### src/rtl/cpu_pkg.sv
// Shared encodings for the multi-cycle RV32 control unit: opcodes, FSM states,
// ALUOp and PCSrc selects.
package cpu_pkg;

  typedef enum logic [2:0] {
    S_FETCH  = 3'd0,
    S_DECODE = 3'd1,
    S_EXEC   = 3'd2,
    S_MEM    = 3'd3,
    S_WB     = 3'd4,
    S_HALT   = 3'd5
  } state_t;

  localparam logic [6:0] OP_R      = 7'b0110011;
  localparam logic [6:0] OP_I      = 7'b0010011;
  localparam logic [6:0] OP_LOAD   = 7'b0000011;
  localparam logic [6:0] OP_STORE  = 7'b0100011;
  localparam logic [6:0] OP_BRANCH = 7'b1100011;

  localparam logic [2:0] F3_BEQ = 3'b000;
  localparam logic [2:0] F3_BNE = 3'b001;

  localparam logic [1:0] ALUOP_ADD   = 2'b00;
  localparam logic [1:0] ALUOP_SUB   = 2'b01;
  localparam logic [1:0] ALUOP_RTYPE = 2'b10;
  localparam logic [1:0] ALUOP_ITYPE = 2'b11;

  localparam logic PCSRC_SEQ    = 1'b0;
  localparam logic PCSRC_BRANCH = 1'b1;

  function automatic logic op_legal(input logic [6:0] op);
    return (op == OP_R) || (op == OP_I) || (op == OP_LOAD) ||
           (op == OP_STORE) || (op == OP_BRANCH);
  endfunction

endpackage

### src/rtl/multicycle_ctrl_if.sv
// Controller <-> datapath signal bundle. master = control unit, slave = datapath.
interface multicycle_ctrl_if;
  logic [6:0]  opcode;
  logic [2:0]  funct3;
  logic        alu_zero;
  logic        mem_ready;
  logic        IRWrite;
  logic        ALUSrc;
  logic [1:0]  ALUOp;
  logic        MemRead;
  logic        MemWrite;
  logic        MemtoReg;
  logic        RegWrite;
  logic        PCWrite;
  logic        PCSrc;
  logic [2:0]  state;
  logic [31:0] instret;
  logic        halted;
  logic        error;

  modport master (
    input  opcode, funct3, alu_zero, mem_ready,
    output IRWrite, ALUSrc, ALUOp, MemRead, MemWrite, MemtoReg, RegWrite,
           PCWrite, PCSrc, state, instret, halted, error
  );

  modport slave (
    output opcode, funct3, alu_zero, mem_ready,
    input  IRWrite, ALUSrc, ALUOp, MemRead, MemWrite, MemtoReg, RegWrite,
           PCWrite, PCSrc, state, instret, halted, error
  );
endinterface

### src/rtl/mem_wait_timer.sv
// Counts MEM cycles without mem_ready; timeout flags the last allowed wait cycle.
module mem_wait_timer #(
  parameter int MEM_TIMEOUT = 16
) (
  input  logic clk,
  input  logic rst,
  input  logic clear,
  input  logic mem_ready,
  output logic timeout
);

  localparam int W = $clog2(MEM_TIMEOUT) + 1;

  logic [W-1:0] cnt;

  assign timeout = (cnt == W'(MEM_TIMEOUT - 1));

  // Saturates at the terminal value; the FSM leaves MEM on that cycle anyway.
  always_ff @(posedge clk) begin
    if (rst || clear)
      cnt <= '0;
    else if (!mem_ready && !timeout)
      cnt <= cnt + W'(1);
  end

endmodule

### src/rtl/multicycle_ctrl.sv
// Multi-cycle RV32 sequencer: steps FETCH/DECODE/EXEC/MEM/WB and drives datapath strobes.
//   state  | meaning
//   FETCH  | load instruction register
//   DECODE | latch opcode/funct3, reject illegal opcodes
//   EXEC   | ALU op; branches resolve and retire here
//   MEM    | data access, waits on mem_ready with timeout
//   WB     | register write-back, retire
//   HALT   | sticky stop until rst
module multicycle_ctrl
  import cpu_pkg::*;
#(
  parameter int MEM_TIMEOUT = 16
) (
  input  logic               clk,
  input  logic               rst,
  multicycle_ctrl_if.master  bus
);

  state_t      state_q;
  logic [6:0]  op_q;
  logic [2:0]  f3_q;
  logic [31:0] instret_q;
  logic        error_q;
  logic        timeout;
  logic        br_f3_ok;
  logic        br_taken;

  logic        ir_write, alu_src, mem_read, mem_write, mem_to_reg;
  logic        reg_write, pc_write, pc_src;
  logic [1:0]  alu_op;

  mem_wait_timer #(.MEM_TIMEOUT(MEM_TIMEOUT)) u_timer (
    .clk       (clk),
    .rst       (rst),
    .clear     (state_q != S_MEM),
    .mem_ready (bus.mem_ready),
    .timeout   (timeout)
  );

  assign br_f3_ok = (f3_q == F3_BEQ) || (f3_q == F3_BNE);
  assign br_taken = (f3_q == F3_BEQ) ? bus.alu_zero : !bus.alu_zero;

  always_ff @(posedge clk) begin
    if (rst) begin
      state_q   <= S_FETCH;
      op_q      <= '0;
      f3_q      <= '0;
      instret_q <= '0;
      error_q   <= 1'b0;
    end else begin
      if (pc_write)
        instret_q <= instret_q + 32'd1;
      case (state_q)
        S_FETCH: state_q <= S_DECODE;
        S_DECODE: begin
          op_q <= bus.opcode;
          f3_q <= bus.funct3;
          if (op_legal(bus.opcode)) begin
            state_q <= S_EXEC;
          end else begin
            state_q <= S_HALT;
            error_q <= 1'b1;
          end
        end
        S_EXEC: begin
          case (op_q)
            OP_R, OP_I:        state_q <= S_WB;
            OP_LOAD, OP_STORE: state_q <= S_MEM;
            OP_BRANCH: begin
              if (br_f3_ok) begin
                state_q <= S_FETCH;
              end else begin
                state_q <= S_HALT;
                error_q <= 1'b1;
              end
            end
            default: begin
              state_q <= S_HALT;
              error_q <= 1'b1;
            end
          endcase
        end
        S_MEM: begin
          // A late mem_ready on the timeout cycle still completes the access.
          if (bus.mem_ready) begin
            state_q <= (op_q == OP_LOAD) ? S_WB : S_FETCH;
          end else if (timeout) begin
            state_q <= S_HALT;
            error_q <= 1'b1;
          end
        end
        S_WB:    state_q <= S_FETCH;
        S_HALT:  state_q <= S_HALT;
        default: begin
          state_q <= S_HALT;
          error_q <= 1'b1;
        end
      endcase
    end
  end

  always_comb begin
    ir_write   = 1'b0;
    alu_src    = 1'b0;
    alu_op     = ALUOP_ADD;
    mem_read   = 1'b0;
    mem_write  = 1'b0;
    mem_to_reg = 1'b0;
    reg_write  = 1'b0;
    pc_write   = 1'b0;
    pc_src     = PCSRC_SEQ;
    case (state_q)
      S_FETCH: ir_write = 1'b1;
      S_EXEC: begin
        case (op_q)
          OP_R: alu_op = ALUOP_RTYPE;
          OP_I: begin
            alu_op  = ALUOP_ITYPE;
            alu_src = 1'b1;
          end
          OP_LOAD, OP_STORE: alu_src = 1'b1;
          OP_BRANCH: begin
            alu_op   = ALUOP_SUB;
            pc_write = br_f3_ok;
            pc_src   = br_f3_ok ? (br_taken ? PCSRC_BRANCH : PCSRC_SEQ) : PCSRC_SEQ;
          end
          default: ;
        endcase
      end
      S_MEM: begin
        alu_src   = 1'b1;
        mem_read  = (op_q == OP_LOAD);
        mem_write = (op_q == OP_STORE);
        pc_write  = (op_q == OP_STORE) && bus.mem_ready;
      end
      S_WB: begin
        reg_write  = 1'b1;
        mem_to_reg = (op_q == OP_LOAD);
        pc_write   = 1'b1;
      end
      default: ;
    endcase
  end

  assign bus.IRWrite  = ir_write;
  assign bus.ALUSrc   = alu_src;
  assign bus.ALUOp    = alu_op;
  assign bus.MemRead  = mem_read;
  assign bus.MemWrite = mem_write;
  assign bus.MemtoReg = mem_to_reg;
  assign bus.RegWrite = reg_write;
  assign bus.PCWrite  = pc_write;
  assign bus.PCSrc    = pc_src;
  assign bus.state    = state_q;
  assign bus.instret  = instret_q;
  assign bus.halted   = (state_q == S_HALT);
  assign bus.error    = error_q;

endmodule

### src/flat_wrapper.sv
// flat-port wrapper written by rule: the top's interface ports become plain ports
module multicycle_ctrl_flat import cpu_pkg::*;
#(
  parameter int MEM_TIMEOUT = 16
)
  (clk, rst, bus_opcode, bus_funct3, bus_alu_zero, bus_mem_ready, bus_IRWrite, bus_ALUSrc, bus_ALUOp, bus_MemRead, bus_MemWrite, bus_MemtoReg, bus_RegWrite, bus_PCWrite, bus_PCSrc, bus_state, bus_instret, bus_halted, bus_error);
  multicycle_ctrl_if bus_i ();
  input  logic clk;
  input  logic rst;
  input wire logic [$bits(bus_i.opcode)-1:0] bus_opcode;
  input wire logic [$bits(bus_i.funct3)-1:0] bus_funct3;
  input wire logic [$bits(bus_i.alu_zero)-1:0] bus_alu_zero;
  input wire logic [$bits(bus_i.mem_ready)-1:0] bus_mem_ready;
  output wire logic [$bits(bus_i.IRWrite)-1:0] bus_IRWrite;
  output wire logic [$bits(bus_i.ALUSrc)-1:0] bus_ALUSrc;
  output wire logic [$bits(bus_i.ALUOp)-1:0] bus_ALUOp;
  output wire logic [$bits(bus_i.MemRead)-1:0] bus_MemRead;
  output wire logic [$bits(bus_i.MemWrite)-1:0] bus_MemWrite;
  output wire logic [$bits(bus_i.MemtoReg)-1:0] bus_MemtoReg;
  output wire logic [$bits(bus_i.RegWrite)-1:0] bus_RegWrite;
  output wire logic [$bits(bus_i.PCWrite)-1:0] bus_PCWrite;
  output wire logic [$bits(bus_i.PCSrc)-1:0] bus_PCSrc;
  output wire logic [$bits(bus_i.state)-1:0] bus_state;
  output wire logic [$bits(bus_i.instret)-1:0] bus_instret;
  output wire logic [$bits(bus_i.halted)-1:0] bus_halted;
  output wire logic [$bits(bus_i.error)-1:0] bus_error;
  assign bus_i.opcode = bus_opcode;
  assign bus_i.funct3 = bus_funct3;
  assign bus_i.alu_zero = bus_alu_zero;
  assign bus_i.mem_ready = bus_mem_ready;
  assign bus_IRWrite = bus_i.IRWrite;
  assign bus_ALUSrc = bus_i.ALUSrc;
  assign bus_ALUOp = bus_i.ALUOp;
  assign bus_MemRead = bus_i.MemRead;
  assign bus_MemWrite = bus_i.MemWrite;
  assign bus_MemtoReg = bus_i.MemtoReg;
  assign bus_RegWrite = bus_i.RegWrite;
  assign bus_PCWrite = bus_i.PCWrite;
  assign bus_PCSrc = bus_i.PCSrc;
  assign bus_state = bus_i.state;
  assign bus_instret = bus_i.instret;
  assign bus_halted = bus_i.halted;
  assign bus_error = bus_i.error;
  multicycle_ctrl #(.MEM_TIMEOUT(MEM_TIMEOUT)) u_core (.clk(clk), .rst(rst), .bus(bus_i));
endmodule
### config.mk
export PLATFORM = sky130hd
export DESIGN_NAME = multicycle_ctrl_flat
export DESIGN_NICKNAME = d
export VERILOG_FILES = /design/src/rtl/cpu_pkg.sv /design/src/rtl/multicycle_ctrl_if.sv /design/src/rtl/mem_wait_timer.sv /design/src/rtl/multicycle_ctrl.sv /design/src/flat_wrapper.sv
export SDC_FILE = /design/constraint.sdc
export NUM_CORES = 1
export LEC_CHECK = 0
export CORE_MARGIN = 1.5
export CORE_UTILIZATION = 45
export DETAILED_ROUTE_END_ITERATION = 10
export PLACE_DENSITY = 0.73
export SLEW_MARGIN = 20
export SYNTH_ARGS = -nofsm -noshare
export SYNTH_HDL_FRONTEND = slang
export SYNTH_HIERARCHICAL = 1
export SYNTH_SLANG_ARGS = --single-unit
### constraint.sdc
create_clock -name clk -period 2.72 [get_ports clk]
set_input_delay 0.544 -clock clk [delete_from_list [all_inputs] [get_ports clk]]
set_output_delay 0.544 -clock clk [all_outputs]
set_load 0.02 [all_outputs]
Yosys cells after proc, flatten, opt, wreduce, memory -nomap -nowiden
Index checks and enable logic that the tools add are counted.
{"block": "classes", "add_sub_neg": 2, "eq_ne": 24, "mux": 29, "bitwise_logic": 1, "n_reduce_logical": 19}
{"cell": "32-bit by 1-bit adder with 32-bit output (second input constant)", "n": 1}
{"cell": "7-bit by 6-bit == test with 1-bit output (second input constant)", "n": 4}
{"cell": "1-bit two-way mux", "n": 16}
{"cell": "3-bit two-way mux", "n": 5}
{"cell": "3-bit case mux with 5 select lines", "n": 1}
{"cell": "7-bit by 2-bit == test with 1-bit output (second input constant)", "n": 2}
{"cell": "7-bit by 5-bit == test with 1-bit output (second input constant)", "n": 2}
{"cell": "7-bit == test (second input constant)", "n": 2}
{"cell": "3-bit case mux with 3 select lines", "n": 1}
{"cell": "2-bit inequality test (second input constant)", "n": 4}
{"cell": "3-bit by 1-bit == test with 1-bit output (second input constant)", "n": 2}
{"cell": "3-bit by 2-bit == test with 1-bit output (second input constant)", "n": 2}
{"cell": "3-bit == test (second input constant)", "n": 2}
{"cell": "3-bit logical NOT", "n": 2}
{"cell": "1-bit logical OR", "n": 6}
{"cell": "3-bit inequality test (second input constant)", "n": 2}
{"cell": "2-bit case mux with 3 select lines", "n": 1}
{"cell": "6-bit AND reduction", "n": 1}
{"cell": "3-bit OR reduction", "n": 2}
{"cell": "5-bit by 1-bit adder with 5-bit output (second input constant)", "n": 1}
{"cell": "5-bit by 4-bit == test with 1-bit output (second input constant)", "n": 1}
{"cell": "1-bit case mux with 2 select lines", "n": 2}
{"cell": "1-bit case mux with 4 select lines", "n": 1}
{"cell": "2-bit OR reduction", "n": 2}
{"cell": "7 further kinds", "n": 10}
{"block": "totals", "register_bits": 51, "input_bits": 14, "output_inout_bits": 47, "elab_cells": 81}

Logic depth before layout (Yosys ltp)
Gate-level depths: netlist of the first run.
{"block": "depth", "depth_word": 7, "mapped_depth": 8}

Hierarchy
The synthesis of the first run kept the hierarchy.
{"module": "multicycle_ctrl", "instances": 1, "cells_each": 303, "area_each_um2": 2479.9}
{"module": "mem_wait_timer", "instances": 1, "cells_each": 26, "area_each_um2": 229.0}

Least setup slack after synthesis of the first run
Ideal clock, no wire load.
{"block": "synth_path", "kind": "register to output", "startpoint": "reg u_core.state_q[2] (netlist: u_core/bus.state[2])", "endpoint": "out bus_PCWrite", "arrival_time_ns": 1.767, "path_slack_ns": 0.409, "stages_incl_launch_ff": 7, "cell_sequence": "dfxtp_1 buf_2 and4b_2 and4_1 nor3_1 buf_2 inv_1"}
{"block": "synth_via", "elab_chain_len": 2, "word_cells_on_any_way": 4, "cone_classes": "3 x eq/ne; 1 x mux"}
{"element": "start: declaration", "line_no": "multicycle_ctrl.sv:19", "rtl": "state_t state_q;"}
{"element": "start signal: assignment", "line_no": "multicycle_ctrl.sv:86", "rtl": "state_q <= (op_q == OP_LOAD) ? S_WB : S_FETCH;"}
{"element": "3-bit == test / 3-bit by 2-bit == test with 1-bit output (equally long branches)", "line_no": "multicycle_ctrl.sv:112", "rtl": "case (state_q)"}
{"element": "1-bit case mux with 3 select lines (*)", "line_no": "multicycle_ctrl.sv:112"}
{"element": "end: declaration", "line_no": "flat_wrapper.sv:21", "rtl": "output wire logic [$bits(bus_i.PCWrite)-1:0] bus_PCWrite;"}
Every way passes the cells marked *; elsewhere a longest branch is shown, timed or not.

Worst setup path in the final report of the first run
{"block": "layout_path", "startpoint": "reg u_core.state_q[2] (netlist: u_core/bus.state[2])", "endpoint": "out bus_MemtoReg"}
{"block": "layout_via", "elab_chain_len": 2}
{"element": "3-bit == test", "line_no": "multicycle_ctrl.sv:112"}
{"element": "1-bit two-way mux", "line_no": "multicycle_ctrl.sv:112"}
{"element": "end: declaration", "line_no": "flat_wrapper.sv:19", "rtl": "output wire logic [$bits(bus_i.MemtoReg)-1:0] bus_MemtoReg;"}
Every way passes these cells.

==> flow_summary_export.csv, run 1 <==
group,metric,value,unit
die,dieArea,6494,um2
timing,fin_crit,2597,ps
detailed_routing,drc,0,
synth,synth-seq-cells,51,
detailed_routing,num_vias,2667,
timing,tns,0,ps
timing,fin_skew,6.066,ps
placed_design,gp_congestion,0.8602,
timing,max_freq,385.1,MHz
global_route,grt_pass1_wl,10.92,mm
critical_path,path_max_fanout,4,
global_route,antenna_found_initial,0,
synth,syn-instance-count,329,
timing,post-route-period-util,95.46,%
cells_and_area,area.growth.synth_to_final,30.30,%
critical_path,start_kind,"flop",
power_and_ir_drop,powerDensity,388.4,nW/um2
global_route,first_global_vias,2388,
die,row_count,28,
critical_path,end_kind,"primary output",
clock_tree,clkTransAtPathRegs,80,ps
die,start_util,46.30,%
die,core_area,5851,um2
hold_path,hp-class,"flop to flop",
power_and_ir_drop,leakagePower,1.197,nW
synth,yosysWarnings,6,
cells_and_area,nets,414,
cells_and_area,drive_gt1_share,9.848,%
synth,seq_area_frac_synth,37.69,%
clock_tree,htree_levels,2,
status,status,"finished, final reports clean",
cells_and_area,layout_common_cells,"clkdlybuf4s50_1 (56), dfxtp_1 (49), nor2_1 (37), a21oi_1 (28)",
detailed_routing,drt_iter0_markers,175,
synth,synth_nets,346,
cells_and_area,mostFrequentLayoutCell,"clkdlybuf4s50_1",
die,io_pins,61,
timing,worst_pin_slew,740.0,ps
cells_and_area,final_util,60.33,%
global_route,grt_usage,21.13,%
job,maxCapViolations,0,
power_and_ir_drop,max-vdd-ir-drop,0.2276,mV
timing,finalHoldViolCount,0,
die,die_y,80.59,um
detailed_routing,final_antenna_net_count,0,
timing,setup_viol,0,
global_route,grt_max_degree,24,
global_route,grt_overflow_total,0,
critical_path,crit_required,2180,ps
detailed_routing,post_drt_wl_per_cell,13.64,um
critical_path,critPathArrivalTime,2050,ps
detailed_routing,firstDrtPassIters,4,
placed_design,io_buffers,60,
detailed_routing,avgViaCountPerCell,5.662,
clock_tree,cts_buffers,5,
synth,yosysTopAreaCell,"dfxtp_1",
cells_and_area,n_antenna_cell,0,
synth,synth_edf_count,0,
timing,rsz0062_at_grt,"no",
clock_tree,tritoncts,"yes",
detailed_routing,wl,6.426,mm
synth,synth.cell_area,2709,um2
synth,ys_top_cells_by_area,"dfxtp_1 (38%), a21oi_1 (5.2%), nor2_1 (5.1%)",
synth,avgSynthCellArea,8.234,um2
clock_tree,cts_buffer_depth,2,
clock_tree,clkSinkCount,51,
clock_tree,cts_root_buf,"clkbuf_8",
synth,synth_cell_type_count,59,
placed_design,hpwl,4.723,mm
synth,synth_top_area_share,37.69,%
synth,synth_ff_type,"dfxtp_1",
timing,max_slew_margin,50.51,%
synth,async_reset_ff_share,0,%
clock_tree,clock_latency,300,ps
timing,finalMaxSlewViolations,0,
die,chipWidth,80.59,um
critical_path,path_class,"flop to primary output",
-- Yosys cell counts (2+ instances only) --
| library cell | instances |
|---|---|
| nand4b_1 | 3 |
| nor4_1 | 4 |
| dfxtp_1 | 51 |
| nand2b_1 | 4 |
| o21ai_0 | 12 |
| a21o_1 | 2 |
| a31o_2 | 2 |
| nand4_1 | 10 |
| and3_1 | 3 |
| xor2_1 | 3 |
| xnor2_1 | 7 |
| inv_1 | 13 |
| a31oi_1 | 5 |
| nor2_1 | 37 |
| a211oi_1 | 2 |
| or2_2 | 2 |
| nand3_1 | 22 |
| o31ai_1 | 9 |
| nor3_1 | 9 |
| buf_2 | 5 |
| or4_1 | 7 |
| clkbuf_8 | 3 |
| nor3b_1 | 3 |
| mux2i_1 | 9 |
| nand2_1 | 22 |
| ha_1 | 3 |
| nor2b_1 | 4 |
| a21oi_1 | 28 |
| or3_1 | 10 |
| clkbuf_1 | 5 |
| and4_1 | 2 |
-- worst max-delay path, cell delays in order (launching register included) --
cell and delay, ps:
dfxtp_1 410, or3b_2 500, nor3_1 200, clkdlybuf4s50_1 640
-- layer usage --
metal  global-route usage (%)  share of wire [%]  vias up
met4                    6.724                1.0        0
met5                        0                  0        -
li1                         -                  -     1352
met3                    4.205                5.7        6
met2                    35.71                 49       76
met1                    26.80                 44     1233
-- path summary, 6_finish.rpt --
| check | end | cells after the start | slack, ps | startpoint |
|---|---|---|---|---|
| worst max-delay path | bus_MemtoReg | 3 | 120 | u_core/bus.state[2] |
| worst min-delay path | u_core/u_timer/cnt[3] | 2 | 480 | u_core/u_timer/cnt[3] |
| worst max register to register | u_core/bus.instret[31] | 5 | 370 | u_core/bus.instret[5] |
| worst min register to register | u_core/u_timer/cnt[3] | 2 | 480 | u_core/u_timer/cnt[3] |
-- power breakdown --
part	switching, mW	leakage [nW]	internal [mW]	total (mW)
registers	0.0222	0.414	0.764	0.786
clock network	0.234	0.0371	0.172	0.407
logic	0.0915	0.746	0.0866	0.178
total	0.348	1.20	1.02	1.37
-- registers in the layout, indices dropped and copies added (netlist names) --
register            cells
u_core/f3_q             3
u_core/bus.state        3
u_core/op_q             7
u_core/bus.error        1
u_core/u_timer/cnt      5
u_core/bus.instret     32
-- layout make-up --
type	count	area, um2
Tap cell	75	93.84
Timing Repair Buffer	76	726.9
Inverter	13	48.80
Fill cell	537	2321
Clock buffer	6	72.57
Multi-Input combinational cell	250	1564
Sequential cell	51	1023
-- metrics by stage --
stage | total power, mW | std cells | worst slack, ps | hold WS (ps) | cell area (um2)
final | 1.371 | 471 | 123.4 | 484.7 | 3530
after global routing | 1.433 | 471 | 28.82 | 521.5 | 3530
after detailed placement | 0.9765 | 464 | 115.0 | 475.5 | 3421
after global placement | 0.9736 | 464 | 109.4 | 466.8 | 3421
after CTS | 1.379 | 470 | 8.286 | 489.8 | 3506
after floorplan | 0.9047 | 329 | 408.9 | 452.3 | 2709
-- cells by family (layout without fill, tap and decap cells) --
family | Yosys count | count (layout) | synth area share, %
DFF | 51 | 51 | 37.69
muxes | 10 | 10 | 3.741
adders and majority gates | 3 | 3 | 1.386
buffers and inverters | 28 | 95 | 5.496
AOI/OAI and AO/OA | 72 | 72 | 16.95
and+or+nand+nor | 155 | 155 | 31.50
xor gates and xnor gates | 10 | 10 | 3.233
-- what timing repair did --
item,in CTS,in global routing
hold buffers,0,0
resized for setup,3,6
buffers inserted,0,1
endpoints found under the setup margin,2,4
Note: power is estimated with default switching activity, not from simulation.
==> run 2, diff against run 1 <==
--- a/config.mk
+++ b/config.mk
@@ -7,6 +7,7 @@
 export LEC_CHECK = 0
 export CORE_MARGIN = 1.5
 export CORE_UTILIZATION = 45
+export CTS_BUF_LIST = sky130_fd_sc_hd__clkbuf_16
 export DETAILED_ROUTE_END_ITERATION = 10
 export PLACE_DENSITY = 0.73
 export SLEW_MARGIN = 20
==> flow_summary_export.csv, run 2 (synthesis results as in run 1) <==
group,metric,value,unit
status,status,"finished, final reports clean",
clock_tree,postCtsHoldBufs,0,
die,core_area,5851,um2
timing,max_freq,390.4,MHz
timing,tns,0,ps
job,maxCapViolations,0,
timing,worst_pin_slew,733.6,ps
timing,post-route-period-util,94.16,%
critical_path,critPathArrivalTime,2020,ps
global_route,grt_usage,21.01,%
power_and_ir_drop,combPwrFrac,11.5,%
power_and_ir_drop,p_clk_share,37.7,%
timing,hold_slack,482.6,ps
placed_design,hpwl,4.723,mm
cells_and_area,nets,413,
detailed_routing,avgViaCountPerCell,5.681,
global_route,grt_max_degree,24,
clock_tree,tritoncts,"yes",
critical_path,start_kind,"flop",
clock_tree,clkTransAtPathRegs,60,ps
power_and_ir_drop,power_switching,367.9,uW
detailed_routing,drt_iter0_markers,155,
cells_and_area,drive_gt1_share,9.367,%
placed_design,io_buffers,60,
die,io_pins,61,
power_and_ir_drop,swShare,23.81,%
critical_path,rr_worst_depth,5,
hold_path,hold_path_depth,2,
detailed_routing,post_drt_wl_per_cell,13.66,um
clock_tree,cts_buffers,5,
critical_path,crit_required,2180,ps
power_and_ir_drop,seqPwrFrac,50.9,%
detailed_routing,wl,6.422,mm
timing,fin_skew,2.661,ps
power_and_ir_drop,max-vdd-ir-drop,0.2590,mV
power_and_ir_drop,powerDensity,431.8,nW/um2
cells_and_area,n_antenna_cell,0,
cells_and_area,final_cells,470,
cells_and_area,layout_common_cells,"clkdlybuf4s50_1 (55), dfxtp_1 (51), nor2_1 (37), a21oi_1 (28)",
clock_tree,htree_levels,2,
clock_tree,cts_buffer_depth,2,
detailed_routing,drc,0,
power_and_ir_drop,internal-power,1.177,mW
detailed_routing,firstDrtPassIters,4,
die,row_count,28,
critical_path,crit_chain,"or3b_2 -> nor3_1 -> clkdlybuf4s50_1",
power_and_ir_drop,p_total,1.545,mW
hold_path,hp-class,"flop to flop",
detailed_routing,num_vias,2670,
clock_tree,cts_root_buf,"clkbuf_16",
power_and_ir_drop,leakagePower,1.254,nW
timing,fin_crit,2561,ps
critical_path,cp_slowest_cell,"clkdlybuf4s50_1",
clock_tree,postCtsSetupBuffers,0,
placed_design,dp_cells,464,
global_route,grt_pass1_wl,10.88,mm
global_route,first_global_vias,2398,
cells_and_area,largest_reg_flops,32,
cells_and_area,final_util,61.16,%
clock_tree,clock_latency,290,ps
die,chipWidth,80.59,um
global_route,antenna_found_initial,0,
cells_and_area,area.growth.synth_to_final,32.10,%
timing,max_slew_margin,50.94,%
critical_path,path_max_fanout,7,
global_route,grt_overflow_total,0,
timing,rsz0062_at_grt,"no",
die,die_y,80.59,um
die,start_util,46.30,%
cells_and_area,mostFrequentLayoutCell,"clkdlybuf4s50_1",
detailed_routing,final_antenna_net_count,0,
critical_path,crit_path_max_incr_delay,640,ps
placed_design,gp_congestion,0.8602,
clock_tree,clkSinkCount,51,
timing,finalHoldViolCount,0,
critical_path,path_class,"flop to primary output",
timing,setup_viol,0,
die,dieArea,6494,um2
timing,finalMaxSlewViolations,0,
critical_path,end_kind,"primary output",
[run 2: critical path: cells and delay by family, from the launching register on]
kind / cells / cell delay [ps]
AND/OR/NAND/NOR: 2 / 720
buffers and inverters: 1 / 640
flip-flops: 1 / 370
[run 2: layout make-up]
type	count	area (um2)
clock inverters	1	3.754
multi-input cells	250	1560
flip-flops and latches	51	1021
inverters	13	48.80
clock buffers	5	125.1
fillers	521	2272
repair buffers	75	725.7
well taps	75	93.84
[run 2: worst paths after layout]
| path | from | endpoint | slack, ps |
|---|---|---|---|
| worst max register to register | u_core/bus.instret[5] | u_core/bus.instret[31] | 380 |
| worst min-delay path | u_core/u_timer/cnt[3] | u_core/u_timer/cnt[3] | 480 |
| worst max-delay path | u_core/bus.state[0] | bus_MemtoReg | 160 |
| worst min register to register | u_core/u_timer/cnt[3] | u_core/u_timer/cnt[3] | 480 |
[run 2: power groups by stage]
stage                     clock [mW]  sequential [mW]  combinational [mW]
final                          0.582            0.786               0.177
after global routing           0.622            0.788               0.194
after global placement             0            0.800               0.174
after floorplan                    0            0.802               0.102
after CTS                      0.594            0.784               0.177
after detailed placement           0            0.801               0.176
[run 2: routing by layer]
layer  wire length, um  part of all wire [%]  global-route usage [%]  vias up
met5                 0                     0                       0        -
met3               364                   5.7                   3.864        5
li1                  -                     -                       -     1347
met4                56                  0.87                   6.207        0
met2              3089                    48                   35.97       72
met1              2912                    45                   26.66     1246
[run 2: per-stage QoR]
step	worst slack [ps]	area [um2]
2_1_floorplan	408.9	2709
3_3_place_gp	109.4	3421
3_5_place_dp	115.0	3421
4_1_cts	10.39	3555
5_1_grt	51.81	3578
6_report	158.8	3578
[run 2: timing repair]
action	CTS	global route
gates resized for setup	1	7
setup endpoints to repair	1	6
hold endpoints to repair	0	0
cloned	0	0
==> run 3, diff against run 2 <==
--- a/config.mk
+++ b/config.mk
@@ -5,11 +5,10 @@
 export SDC_FILE = /design/constraint.sdc
 export NUM_CORES = 1
 export LEC_CHECK = 0
-export CORE_MARGIN = 1.5
-export CORE_UTILIZATION = 45
+export CORE_UTILIZATION = 50
 export CTS_BUF_LIST = sky130_fd_sc_hd__clkbuf_16
 export DETAILED_ROUTE_END_ITERATION = 10
-export PLACE_DENSITY = 0.73
+export PLACE_DENSITY = 0.79
 export SLEW_MARGIN = 20
 export SYNTH_ARGS = -nofsm -noshare
 export SYNTH_HDL_FRONTEND = slang
==> flow_summary_export.csv, run 3 (synthesis results as in run 1) <==
group,metric,value,unit
timing,max_freq,382.9,MHz
timing,setup_viol,0,
die,die_y,75.61,um
detailed_routing,drc,0,
cells_and_area,final_util,68.72,%
timing,worst_pin_slew,525.7,ps
critical_path,critPathArrivalTime,2070,ps
critical_path,crit_path_max_incr_delay,640,ps
clock_tree,clkTransAtPathRegs,60,ps
clock_tree,postCtsSetupBuffers,0,
timing,max_slew_margin,64.63,%
critical_path,cp_slowest_cell,"clkdlybuf4s50_1",
placed_design,dp_cells,457,
hold_path,min_from,"u_core/bus.instret[31]",
critical_path,r2r_start,"u_core/bus.instret[5]",
global_route,grt_overflow_total,0,
global_route,first_global_vias,2354,
timing,finalHoldViolCount,0,
cells_and_area,final_cells,463,
job,maxCapViolations,0,
power_and_ir_drop,leakagePower,1.224,nW
placed_design,io_buffers,60,
die,io_pins,61,
timing,finalMaxSlewViolations,0,
detailed_routing,drt_iter0_markers,272,
critical_path,path_max_fanout,6,
die,core_area,5172,um2
critical_path,end_kind,"primary output",
power_and_ir_drop,p_total,1.541,mW
global_route,grt_usage,24.91,%
clock_tree,htree_levels,2,
power_and_ir_drop,max-vdd-ir-drop,0.2862,mV
die,start_util,52.37,%
cells_and_area,n_antenna_cell,0,
timing,fin_skew,4.939,ps
critical_path,path_class,"flop to primary output",
timing,fin_crit,2612,ps
clock_tree,cts_buffers,5,
detailed_routing,wl,6.851,mm
critical_path,crit_required,2180,ps
cells_and_area,largest_reg_flops,32,
cells_and_area,drive_gt1_share,9.160,%
detailed_routing,post_drt_wl_per_cell,14.80,um
critical_path,crit_path_start,"u_core/op_q[5]",
placed_design,gp_congestion,0.8648,
timing,tns,0,ps
detailed_routing,firstDrtPassIters,4,
global_route,antenna_found_initial,0,
critical_path,crit_chain,"nor4b_4 -> nand4_1 -> nor2_1 -> clkdlybuf4s50_1",
cells_and_area,layout_common_cells,"clkdlybuf4s50_1 (56), dfxtp_1 (49), nor2_1 (37), a21oi_1 (28)",
cells_and_area,fillers,451,
power_and_ir_drop,powerDensity,433.5,nW/um2
cells_and_area,mostFrequentLayoutCell,"clkdlybuf4s50_1",
cells_and_area,area.growth.synth_to_final,31.22,%
clock_tree,clkSinkCount,51,
die,dieArea,5716,um2
clock_tree,clock_latency,290,ps
placed_design,place_ws,109.1,ps
hold_path,hp-class,"flop to flop",
detailed_routing,num_vias,2725,
placed_design,hpwl,4.759,mm
clock_tree,cts_buffer_depth,2,
critical_path,start_kind,"flop",
global_route,grt_max_degree,24,
die,row_count,26,
clock_tree,cts_root_buf,"clkbuf_16",
die,chipWidth,75.61,um
global_route,grt_pass1_wl,10.78,mm
status,status,"finished, final reports clean",
cells_and_area,nets,411,
clock_tree,tritoncts,"yes",
timing,setup_ws,108.2,ps
timing,post-route-period-util,96.02,%
detailed_routing,avgViaCountPerCell,5.886,
detailed_routing,final_antenna_net_count,0,
-- run 3: timing repair --
| action | 4_1_cts | 5_1_grt |
|---|---|---|
| pin swaps | 0 | 0 |
| hold buffers | 0 | 0 |
| hold endpoints to repair | 0 | 0 |
| setup endpoints to repair | 3 | 7 |
| resized for setup | 3 | 5 |
-- run 3: layer usage --
layer	global-route usage, %	routed length, um	vias up	part of all wire (%)
li1	-	-	1344	-
met1	31.89	3084	1287	45
met2	42.16	3409	87	50
met3	4.630	280	7	4.1
met4	8.642	77	0	1.1
met5	0	0	-	0
-- run 3: cell type report --
class | instances | area [um2] | share of cell area (%)
sequential | 51 | 1023 | 28.79
clock inverter | 1 | 3.754 | 0.1056
inverter | 13 | 48.80 | 1.373
tap | 70 | 87.58 | 2.464
multi-input combinational | 250 | 1558 | 43.82
clock buffer | 5 | 125.1 | 3.520
timing repair buffer | 73 | 708.2 | 19.92
-- run 3: final timing paths --
kind	endpoint	slack [ps]	cells past startpoint
setup / recovery	bus_PCSrc	110	4
hold / removal	u_core/bus.instret[31]	490	2
setup reg to reg	u_core/bus.instret[31]	380	5
hold reg to reg	u_core/bus.instret[31]	490	2
-- run 3: worst max-delay path: cells and delay by family (launching register included) --
| kind | cells | cell delay (ps) |
|---|---|---|
| and+or+nand+nor | 3 | 700 |
| buffers and inverters | 1 | 640 |
| DFF | 1 | 440 |
-- run 3: metrics by stage --
| stage | cell area [um2] | hold slack (ps) |
|---|---|---|
| 2_1_floorplan | 2709 | 452.3 |
| 3_3_place_gp | 3400 | 465.2 |
| 5_1_grt | 3555 | 524.4 |
| 4_1_cts | 3543 | 494.9 |
| 3_5_place_dp | 3400 | 486.3 |
| 6_report | 3555 | 489.4 |
-- run 3: where the power goes --
group	internal [mW]	leakage [nW]	total, mW	switching [mW]
clock	0.327	0.0669	0.579	0.251
sequential	0.765	0.413	0.793	0.0276
combinational	0.0816	0.744	0.169	0.0876
